==> config.mk <==
export PLATFORM = sky130hd
export DESIGN_NAME = prog_loader_flat
export DESIGN_NICKNAME = d
export VERILOG_FILES = /design/src/rtl/prog_loader_if.sv /design/src/rtl/prog_loader.sv /design/src/flat_wrapper.sv
export SDC_FILE = /design/constraint.sdc
export NUM_CORES = 1
export LEC_CHECK = 0
export ABC_AREA = 1
export CAP_MARGIN = 40
export CORE_MARGIN = 2
export CORE_UTILIZATION = 40
export CTS_BUF_LIST = sky130_fd_sc_hd__clkbuf_4 sky130_fd_sc_hd__clkbuf_8
export DETAILED_ROUTE_END_ITERATION = 8
export PLACE_DENSITY_LB_ADDON = 0.3
export RECOVER_POWER = 50
export SLEW_MARGIN = 20
export SYNTH_ARGS = -nofsm -noshare
export SYNTH_HDL_FRONTEND = slang
export SYNTH_SLANG_ARGS = --single-unit
==> constraint.sdc <==
create_clock -name clk -period 2.03 [get_ports clk]
set_clock_uncertainty 0.05 [all_clocks]
set_input_delay 0.203 -clock clk [delete_from_list [all_inputs] [get_ports clk]]
set_output_delay 0.203 -clock clk [all_outputs]
set_load 0.1 [all_outputs]
==> src/rtl/prog_loader_if.sv <==
// Byte-stream upload and instruction-memory write bus between the host-side
// byte source and the program loader.
interface prog_loader_if #(
    parameter int PC_WIDTH    = 16,
    parameter int INSTR_WIDTH = 32
);
    logic                   byte_valid;
    logic [7:0]             byte_data;
    logic                   byte_last;
    logic                   byte_ready;
    logic                   imem_we;
    logic [PC_WIDTH-1:0]    imem_addr;
    logic [INSTR_WIDTH-1:0] imem_wdata;

    modport master (
        output byte_valid,
        output byte_data,
        output byte_last,
        input  byte_ready,
        input  imem_we,
        input  imem_addr,
        input  imem_wdata
    );

    modport slave (
        input  byte_valid,
        input  byte_data,
        input  byte_last,
        output byte_ready,
        output imem_we,
        output imem_addr,
        output imem_wdata
    );
endinterface

==> src/rtl/prog_loader.sv <==
// Assembles a little-endian byte stream into instruction words, writes them to
// instruction memory and releases the CPU reset a fixed delay after the image ends.
module prog_loader #(
    parameter int PC_WIDTH      = 16,
    parameter int INSTR_WIDTH   = 32,
    parameter int MAX_WORDS     = 1024,
    parameter int RELEASE_DELAY = 4
) (
    input  logic         clk,
    input  logic         rst,
    prog_loader_if.slave bus,
    output logic         cpu_rst,
    output logic         loading,
    output logic         done,
    output logic         overflow
);
    localparam int CNT_W = $clog2(MAX_WORDS + 1);

    typedef enum logic [1:0] {
        ST_LOAD = 2'd0,
        ST_HOLD = 2'd1,
        ST_RUN  = 2'd2,
        ST_ERR  = 2'd3
    } state_e;

    state_e                 state_q;
    logic [1:0]             lane_q;
    logic [INSTR_WIDTH-1:0] buf_q;
    logic [INSTR_WIDTH-1:0] wdata_q;
    logic [PC_WIDTH-1:0]    addr_q;
    logic [CNT_W-1:0]       word_cnt_q;
    logic [7:0]             hold_cnt_q;
    logic                   we_q;
    logic                   ready_q;
    logic                   cpu_rst_q;
    logic                   loading_q;
    logic                   done_q;
    logic                   overflow_q;

    logic                   hs_d;
    logic                   full_d;
    logic                   emit_d;
    logic [INSTR_WIDTH-1:0] word_d;

    // Handshake decode and the word as it would look with the current byte merged in.
    always_comb begin
        hs_d   = bus.byte_valid && ready_q;
        full_d = (word_cnt_q == CNT_W'(MAX_WORDS));
        // Upper lanes of buf_q are always zero here, so a partial word is zero padded.
        word_d = buf_q | (INSTR_WIDTH'(bus.byte_data) << {lane_q, 3'b000});
        if (hs_d && !full_d && (bus.byte_last || (lane_q == 2'd3))) begin
            emit_d = 1'b1;
        end else begin
            emit_d = 1'b0;
        end
    end

    // Loader FSM with all outputs registered.
    always_ff @(posedge clk) begin
        if (rst) begin
            state_q    <= ST_LOAD;
            lane_q     <= 2'd0;
            buf_q      <= '0;
            wdata_q    <= '0;
            addr_q     <= '0;
            word_cnt_q <= '0;
            hold_cnt_q <= 8'd0;
            we_q       <= 1'b0;
            ready_q    <= 1'b1;
            cpu_rst_q  <= 1'b1;
            loading_q  <= 1'b1;
            done_q     <= 1'b0;
            overflow_q <= 1'b0;
        end else begin
            we_q <= 1'b0;
            if (we_q) begin
                addr_q <= addr_q + PC_WIDTH'(4);
            end
            case (state_q)
                ST_LOAD: begin
                    if (hs_d) begin
                        if (full_d) begin
                            // Image larger than memory: drop the byte and lock up.
                            state_q    <= ST_ERR;
                            overflow_q <= 1'b1;
                            ready_q    <= 1'b0;
                            loading_q  <= 1'b0;
                        end else begin
                            if (emit_d) begin
                                wdata_q    <= word_d;
                                we_q       <= 1'b1;
                                buf_q      <= '0;
                                lane_q     <= 2'd0;
                                word_cnt_q <= word_cnt_q + CNT_W'(1);
                            end else begin
                                buf_q  <= word_d;
                                lane_q <= lane_q + 2'd1;
                            end
                            if (bus.byte_last) begin
                                state_q    <= ST_HOLD;
                                ready_q    <= 1'b0;
                                loading_q  <= 1'b0;
                                hold_cnt_q <= 8'(RELEASE_DELAY - 1);
                            end
                        end
                    end
                end
                ST_HOLD: begin
                    if (hold_cnt_q == 8'd0) begin
                        state_q   <= ST_RUN;
                        cpu_rst_q <= 1'b0;
                        done_q    <= 1'b1;
                    end else begin
                        hold_cnt_q <= hold_cnt_q - 8'd1;
                    end
                end
                ST_RUN: begin
                    done_q <= 1'b1;
                end
                ST_ERR: begin
                    cpu_rst_q <= 1'b1;
                    we_q      <= 1'b0;
                end
                default: begin
                    state_q   <= ST_ERR;
                    cpu_rst_q <= 1'b1;
                    ready_q   <= 1'b0;
                    loading_q <= 1'b0;
                    done_q    <= 1'b0;
                    we_q      <= 1'b0;
                end
            endcase
        end
    end

    assign bus.byte_ready = ready_q;
    assign bus.imem_we    = we_q;
    assign bus.imem_addr  = addr_q;
    assign bus.imem_wdata = wdata_q;
    assign cpu_rst        = cpu_rst_q;
    assign loading        = loading_q;
    assign done           = done_q;
    assign overflow       = overflow_q;
endmodule

==> src/flat_wrapper.sv <==
// flat-port wrapper written by rule: the top's interface ports become plain ports
module prog_loader_flat 
#(
    parameter int PC_WIDTH      = 16,
    parameter int INSTR_WIDTH   = 32,
    parameter int MAX_WORDS     = 1024,
    parameter int RELEASE_DELAY = 4
)
  (clk, rst, cpu_rst, loading, done, overflow, bus_byte_valid, bus_byte_data, bus_byte_last, bus_byte_ready, bus_imem_we, bus_imem_addr, bus_imem_wdata);
  prog_loader_if #(.PC_WIDTH(PC_WIDTH), .INSTR_WIDTH(INSTR_WIDTH)) bus_i ();
  input  logic clk;
  input  logic rst;
  output logic cpu_rst;
  output logic loading;
  output logic done;
  output logic overflow;
  input wire logic [$bits(bus_i.byte_valid)-1:0] bus_byte_valid;
  input wire logic [$bits(bus_i.byte_data)-1:0] bus_byte_data;
  input wire logic [$bits(bus_i.byte_last)-1:0] bus_byte_last;
  output wire logic [$bits(bus_i.byte_ready)-1:0] bus_byte_ready;
  output wire logic [$bits(bus_i.imem_we)-1:0] bus_imem_we;
  output wire logic [$bits(bus_i.imem_addr)-1:0] bus_imem_addr;
  output wire logic [$bits(bus_i.imem_wdata)-1:0] bus_imem_wdata;
  assign bus_i.byte_valid = bus_byte_valid;
  assign bus_i.byte_data = bus_byte_data;
  assign bus_i.byte_last = bus_byte_last;
  assign bus_byte_ready = bus_i.byte_ready;
  assign bus_imem_we = bus_i.imem_we;
  assign bus_imem_addr = bus_i.imem_addr;
  assign bus_imem_wdata = bus_i.imem_wdata;
  prog_loader #(.PC_WIDTH(PC_WIDTH), .INSTR_WIDTH(INSTR_WIDTH), .MAX_WORDS(MAX_WORDS), .RELEASE_DELAY(RELEASE_DELAY)) u_core (.clk(clk), .rst(rst), .bus(bus_i), .cpu_rst(cpu_rst), .loading(loading), .done(done), .overflow(overflow));
endmodule
Word-level counts from Yosys, hierarchy flattened
Cells that the tools add are included.

Flip-flop bits (word level): 108.

Muxes and demuxes: 20. Bitwise operators: 4. Reduce and logical (&&, ||, !) cells: 20. Equality and inequality tests: 11. Add/sub/neg operators: 4. Shifts and indexed selects: 1.

Operators by type and width (number): $mux W32 (1); $mux W8 (4); $or A32 B32 Y32 (1); $shl A8 B5 Y32 (1); $add A16 B3 Y16 const B (1); $pmux W8 S2 (1); $add A11 B1 Y11 const B (1); $eq A11 B11 Y1 const B (1); $mux W2 (5); $reduce_and A3 Y1 (3); $logic_not A8 Y1 (1); $reduce_and A4 Y1 (2); $reduce_bool A2 Y1 (4); $sub A8 B1 Y8 const B (1); $eq A2 B2 Y1 const B (3); $mux W1 (6); $ne A2 B2 Y1 const B (3); $reduce_and A5 Y1 (1); $ne A2 B1 Y1 const B (2); $pmux W1 S2 (2); $pmux W2 S2 (1); $reduce_and A2 Y1 (2); $reduce_or A4 Y1 (1); $logic_and A1 B1 Y1 (3); 7 further kinds (9).

Logic depth before layout (Yosys ltp)
Depth in word-level cells: 6. Depth in mapped cells: 10. Depth with buffers taken out: 10.

Least setup slack after synthesis
No wires, ideal clock.

Path kind: register to register. Start point: reg u_core.ready_q, in the netlist u_core.bus.byte_ready. End point: reg u_core.wdata_q[24], in the netlist u_core.bus.imem_wdata[24]. Data arrival time: 2.053 ns. Path slack: -0.215 ns. Data required time: 1.838 ns. Cell stages (with the launch flop): 8. Setup time: 0.142 ns. Cell sequence: dfxtp_1 > nand2_1 > nor2_1 > nand3_4 > buf_12 > buf_12 > nand2_1 > a21oi_2.

Word-level cells in the longest chain between the ends: 5.

RTL lines: from (decl) (line prog_loader.sv:34) `logic ready_q;`; from (signal assigned) (line prog_loader.sv:69) `ready_q <= 1'b1;`; from (signal assigned) (line prog_loader.sv:86) `ready_q <= 1'b0;`; from (signal assigned) (line prog_loader.sv:101) `ready_q <= 1'b0;`; $logic_and A1 B1 Y1 * (line prog_loader.sv:47) `hs_d = bus.byte_valid && ready_q;`; $logic_and A1 B1 Y1 (2 in a row) (line prog_loader.sv:51) `if (hs_d && !full_d && (bus.byte_last || (lane_q == 2'd3))) begin`; $mux W1 (line prog_loader.sv:51); $reduce_and A4 Y1 (no line) *; to (signal assigned) (line prog_loader.sv:90) `wdata_q <= word_d;`; to (decl) (line prog_loader.sv:29) `logic [INSTR_WIDTH-1:0] wdata_q;`.

Every way passes the cells marked *; elsewhere a longest branch is shown, timed or not. A chain may end at the register's enable or synchronous reset.

Worst setup path in the final report
Start point: reg u_core.word_cnt_q[0]. End point: reg u_core.buf_q[19].

Word-level cells in the longest chain between the ends: 6. Elaborated cells between the ends (all ways): 8.

RTL lines: from (decl) (line prog_loader.sv:31) `logic [CNT_W-1:0] word_cnt_q;`; from (signal assigned) (line prog_loader.sv:94) `word_cnt_q <= word_cnt_q + CNT_W'(1);`; $eq A11 B11 Y1 * (line prog_loader.sv:48) `full_d = (word_cnt_q == CNT_W'(MAX_WORDS));`; $logic_not A1 Y1 (line prog_loader.sv:51); $logic_and A1 B1 Y1 (2 in a row) (line prog_loader.sv:51); $mux W1 (line prog_loader.sv:51); $mux W32 (line prog_loader.sv:89) `if (emit_d) begin`; to (signal assigned) (line prog_loader.sv:96) `buf_q <= word_d;`; to (decl) (line prog_loader.sv:28) `logic [INSTR_WIDTH-1:0] buf_q;`.

Marks and branches as above.

==> metrics <==
outcome=completed; Max Cap Viol=0; top-area cell type share of the netlist area=about 42%; worst reg-to-reg path cell count=9; Warnings, synthesis=0; number of clock sinks=between 100 and 150; cts-stage hold buffer count=0; diode count=0; reg2reg start=u_core.word_cnt_q[0]; mux contribution to synthesized area=0%; Power Internal=3.32 mW; worst-path cell chain=inv_1, ha_1, nand2_1, nor2_1, nand2_4, nand2_2, buf_6, nand2_1, a21oi_1; die outline width=~120 um; first-pass GRT wire length=around 20,000 um; count leader, synth=nand2_1; routed vias=between 4,000 and 5,000; slowest CP cell=dfxtp_1; Distinct cells, synth=34; Buf+Inv Stages, Crit Path=2; cell taking the most area after synthesis=dfxtp_1; Crit path arrival time=between 2 and 2.5 ns; post-synthesis compound-gate area fraction=about a fifth; number of synthesized flops with an enable pin=0; Vias/cell=4.90; Initial Utilization=between 40% and 50%; aggregate global routing overflow=0; WL/cell=approximately 13 um; Worst Tran Pin Value=0.577 ns; clock latency on the worst-skew pair=0.39 ns; main area contributors after synthesis=dfxtp_1 42%, nand2_1 16%, a21oi_2 6.7%; setup TNS=0 ns; period utilization=approximately 87%; reg-to-reg slack, setup=approximately 0.27 ns; sequential power share=a little over two fifths; total power=5.65 mW; most frequent CP cell=nand2_1; Post-synth top cells=219 x nand2_1, 106 x dfxtp_1, 56 x a21oi_1; min Tclk post-route=~1.8 ns; max-slew violations=0; Core Footprint=about 12,000 um2; final setup margin=around 0.27 ns; Critical R2R Capture=u_core.buf_q[19]; cell area after layout=between 5000 and 6000 um2; Worst path max stage delay=0.35 ns; Final setup viols=0; P_sw=2.33 mW; Placed Cells incl. Taps=877; worst vdd ir=roughly 0.50 mV; Gate power share=around 35%; largest net degree at the start of global routing=57; RSZ-0062 raised after global routing=false; Startpoint Class=flop; DRC viols=0; post-synth design cell area=around 5000 um2; Clock transition at path regs=0.11 ns; Cell Count, Final, Fillers Out=893; initial antenna violation count=0; final hold vios=0; CP Launch Point=u_core.word_cnt_q[0]; xor/xnor share of the synthesized area=1.58%; Syn Inst Count=approximately 670; CP Class=flop to flop; # port buffers=63; number of global-route vias before repair=~4,200; fillers=around 1,200; end point of the critical path=u_core.buf_q[19]; Worst Setup End Kind=flop; CTS Buf Count=9; Synth Register Bits=106; Longest Clk Path Bufs=2; Global Route Usage Sum=between 10% and 20%; Post-Route WL=~11,000 um; Post-DP HPWL=between 8000 and 9000 um; CP required=~2.3 ns; Leak=roughly 2.2 nW; Placed Area=roughly 5600 um2; htree depth=3; initial DRC count=around 260; power density cells=993 nW/um2; TritonCTS clock tree=done; # IOs=66; die area=13,400 um2; Post-synth ARST share=0%; row cnt=40; Die Ht=around 120 um; combinational family with the most area after synthesis=simple AND/OR/NAND/NOR gates; worst min-delay path category=input pin to flop; Sw Ratio=between 40% and 50%; synthesis-to-finish area growth=13.8%; setup repair bufs after CTS=0; share of cells above drive strength 1=approximately 20%; Nets=738; f_max=approximately 0.57 GHz; 1st-pass router iterations=5; Antenna Nets Post-Route=0; Post-Place Worst Slack=roughly 0.13 ns; GPL Wtd Cong=around 0.83; sequential area share after synthesis=a little over two fifths; Crit path max-delay family=simple AND/OR/NAND/NOR gates; relative slew slack=61.7%; critical path depth=9; Synth Area in Simple Gates=27.5%; Avg Cell Area, Syn=7.49 um2; post-cts resize count=0; clock share of power=23.6%; post-synthesis adder-cell area fraction=approximately 1.5%; main flop type after synthesis=dfxtp_1; CP Max Fanout=19; Clock Tree Root=clkbuf_8
[power groups by stage]
stage / registers [mW] / clock network (mW) / logic [mW]
finish: 2.37 / 1.34 / 1.95
global placement: 2.41 / 0 / 1.93
global route: 2.39 / 1.48 / 2.17
detailed placement: 2.41 / 0 / 1.97
CTS: 2.37 / 1.38 / 1.97
floorplan: 2.68 / 0 / 1.32
[how the worst min path moves through the flow]
stage / to / slack (ns) / depth (start not counted) / from
after CTS: u_core.bus.imem_addr[6] / 0.22 / 4 / rst
after global placement: u_core.cpu_rst / 0.39 / 2 / u_core.cpu_rst
after floorplan: u_core.cpu_rst / 0.26 / 2 / rst
final: u_core.hold_cnt_q[4] / 0.24 / 4 / rst
after detailed placement: u_core.buf_q[5] / 0.39 / 2 / u_core.buf_q[5]
after global routing: u_core.bus.imem_addr[6] / 0.24 / 4 / rst
[per-stage QoR]
step	util, %	hold slack (ns)
4_1_cts	48.0	0.219
3_3_place_gp	46.4	0.388
3_5_place_dp	46.4	0.394
2_1_floorplan	-	0.260
5_1_grt	47.0	0.241
6_report	47.0	0.238
[flip-flops by register name, summed over array words and instances (netlist names)]
signal                 flops
u_core.bus.byte_ready      1
u_core.lane_q              2
u_core.bus.imem_we         1
u_core.buf_q              32
u_core.hold_cnt_q          8
u_core.done                1
u_core.bus.imem_wdata     32
u_core.cpu_rst             1
u_core.state_q             2
u_core.overflow            1
u_core.word_cnt_q         11
u_core.bus.imem_addr      14
[logic make-up after synthesis]
| kind of cell | after synthesis |
|---|---|
| XOR/XNOR | 9 |
| buffers and inverters | 74 |
| adder cells (fa/ha/maj) | 6 |
| flip-flops | 106 |
| AND/OR/NAND/NOR | 329 |
| other | 1 |
| AO/OA/AOI/OAI | 142 |
[layout by cell type, fill, tap and decap left out, types with 3 or more instances in the layout]
cell	synthesis	routed
clkbuf_8	0	11
inv_1	36	36
clkbuf_2	0	52
ha_1	6	6
buf_4	6	6
nand2_1	219	219
o21bai_1	30	30
clkdlybuf4s50_1	0	10
o21ai_0	12	12
a31oi_1	3	3
nor2_1	54	54
inv_8	0	3
nand3_1	22	22
buf_12	5	5
nor2_2	3	3
dfxtp_2	0	4
a21oi_2	38	38
xnor2_1	3	3
nand4_1	7	7
dfxtp_1	106	102
inv_2	3	3
nor3_1	6	6
a21oi_1	56	56
xor2_1	6	6
nand2_2	11	11
[layout make-up]
cell class	count	area (um2)	area share, %
multi-input cells	488	2480	43.5
clock buffers	11	151	2.66
inverters	40	150	2.64
clock inverters	5	51.3	0.902
flip-flops and latches	106	2130	37.4
well taps	168	210	3.69
repair buffers	75	522	9.17
[worst register-to-register path: cells and delay by family, from the launching register on]
kind	cells	cell delay (ns)
flops	1	0.35
buf+inv	2	0.31
fa+ha+maj	1	0.14
simple gates	5	0.73
compound gates	1	0.13
[per-layer routing]
layer / vias up / track usage [%] / part of all wire (%)
met5: - / 0 / 0
met4: 0 / 7.46 / 2.2
met3: 18 / 4.55 / 4.0
met2: 89 / 28.1 / 45
met1: 2011 / 24.7 / 49
li1: 2256 / - / -
Note: power is estimated with default switching activity, not from simulation.
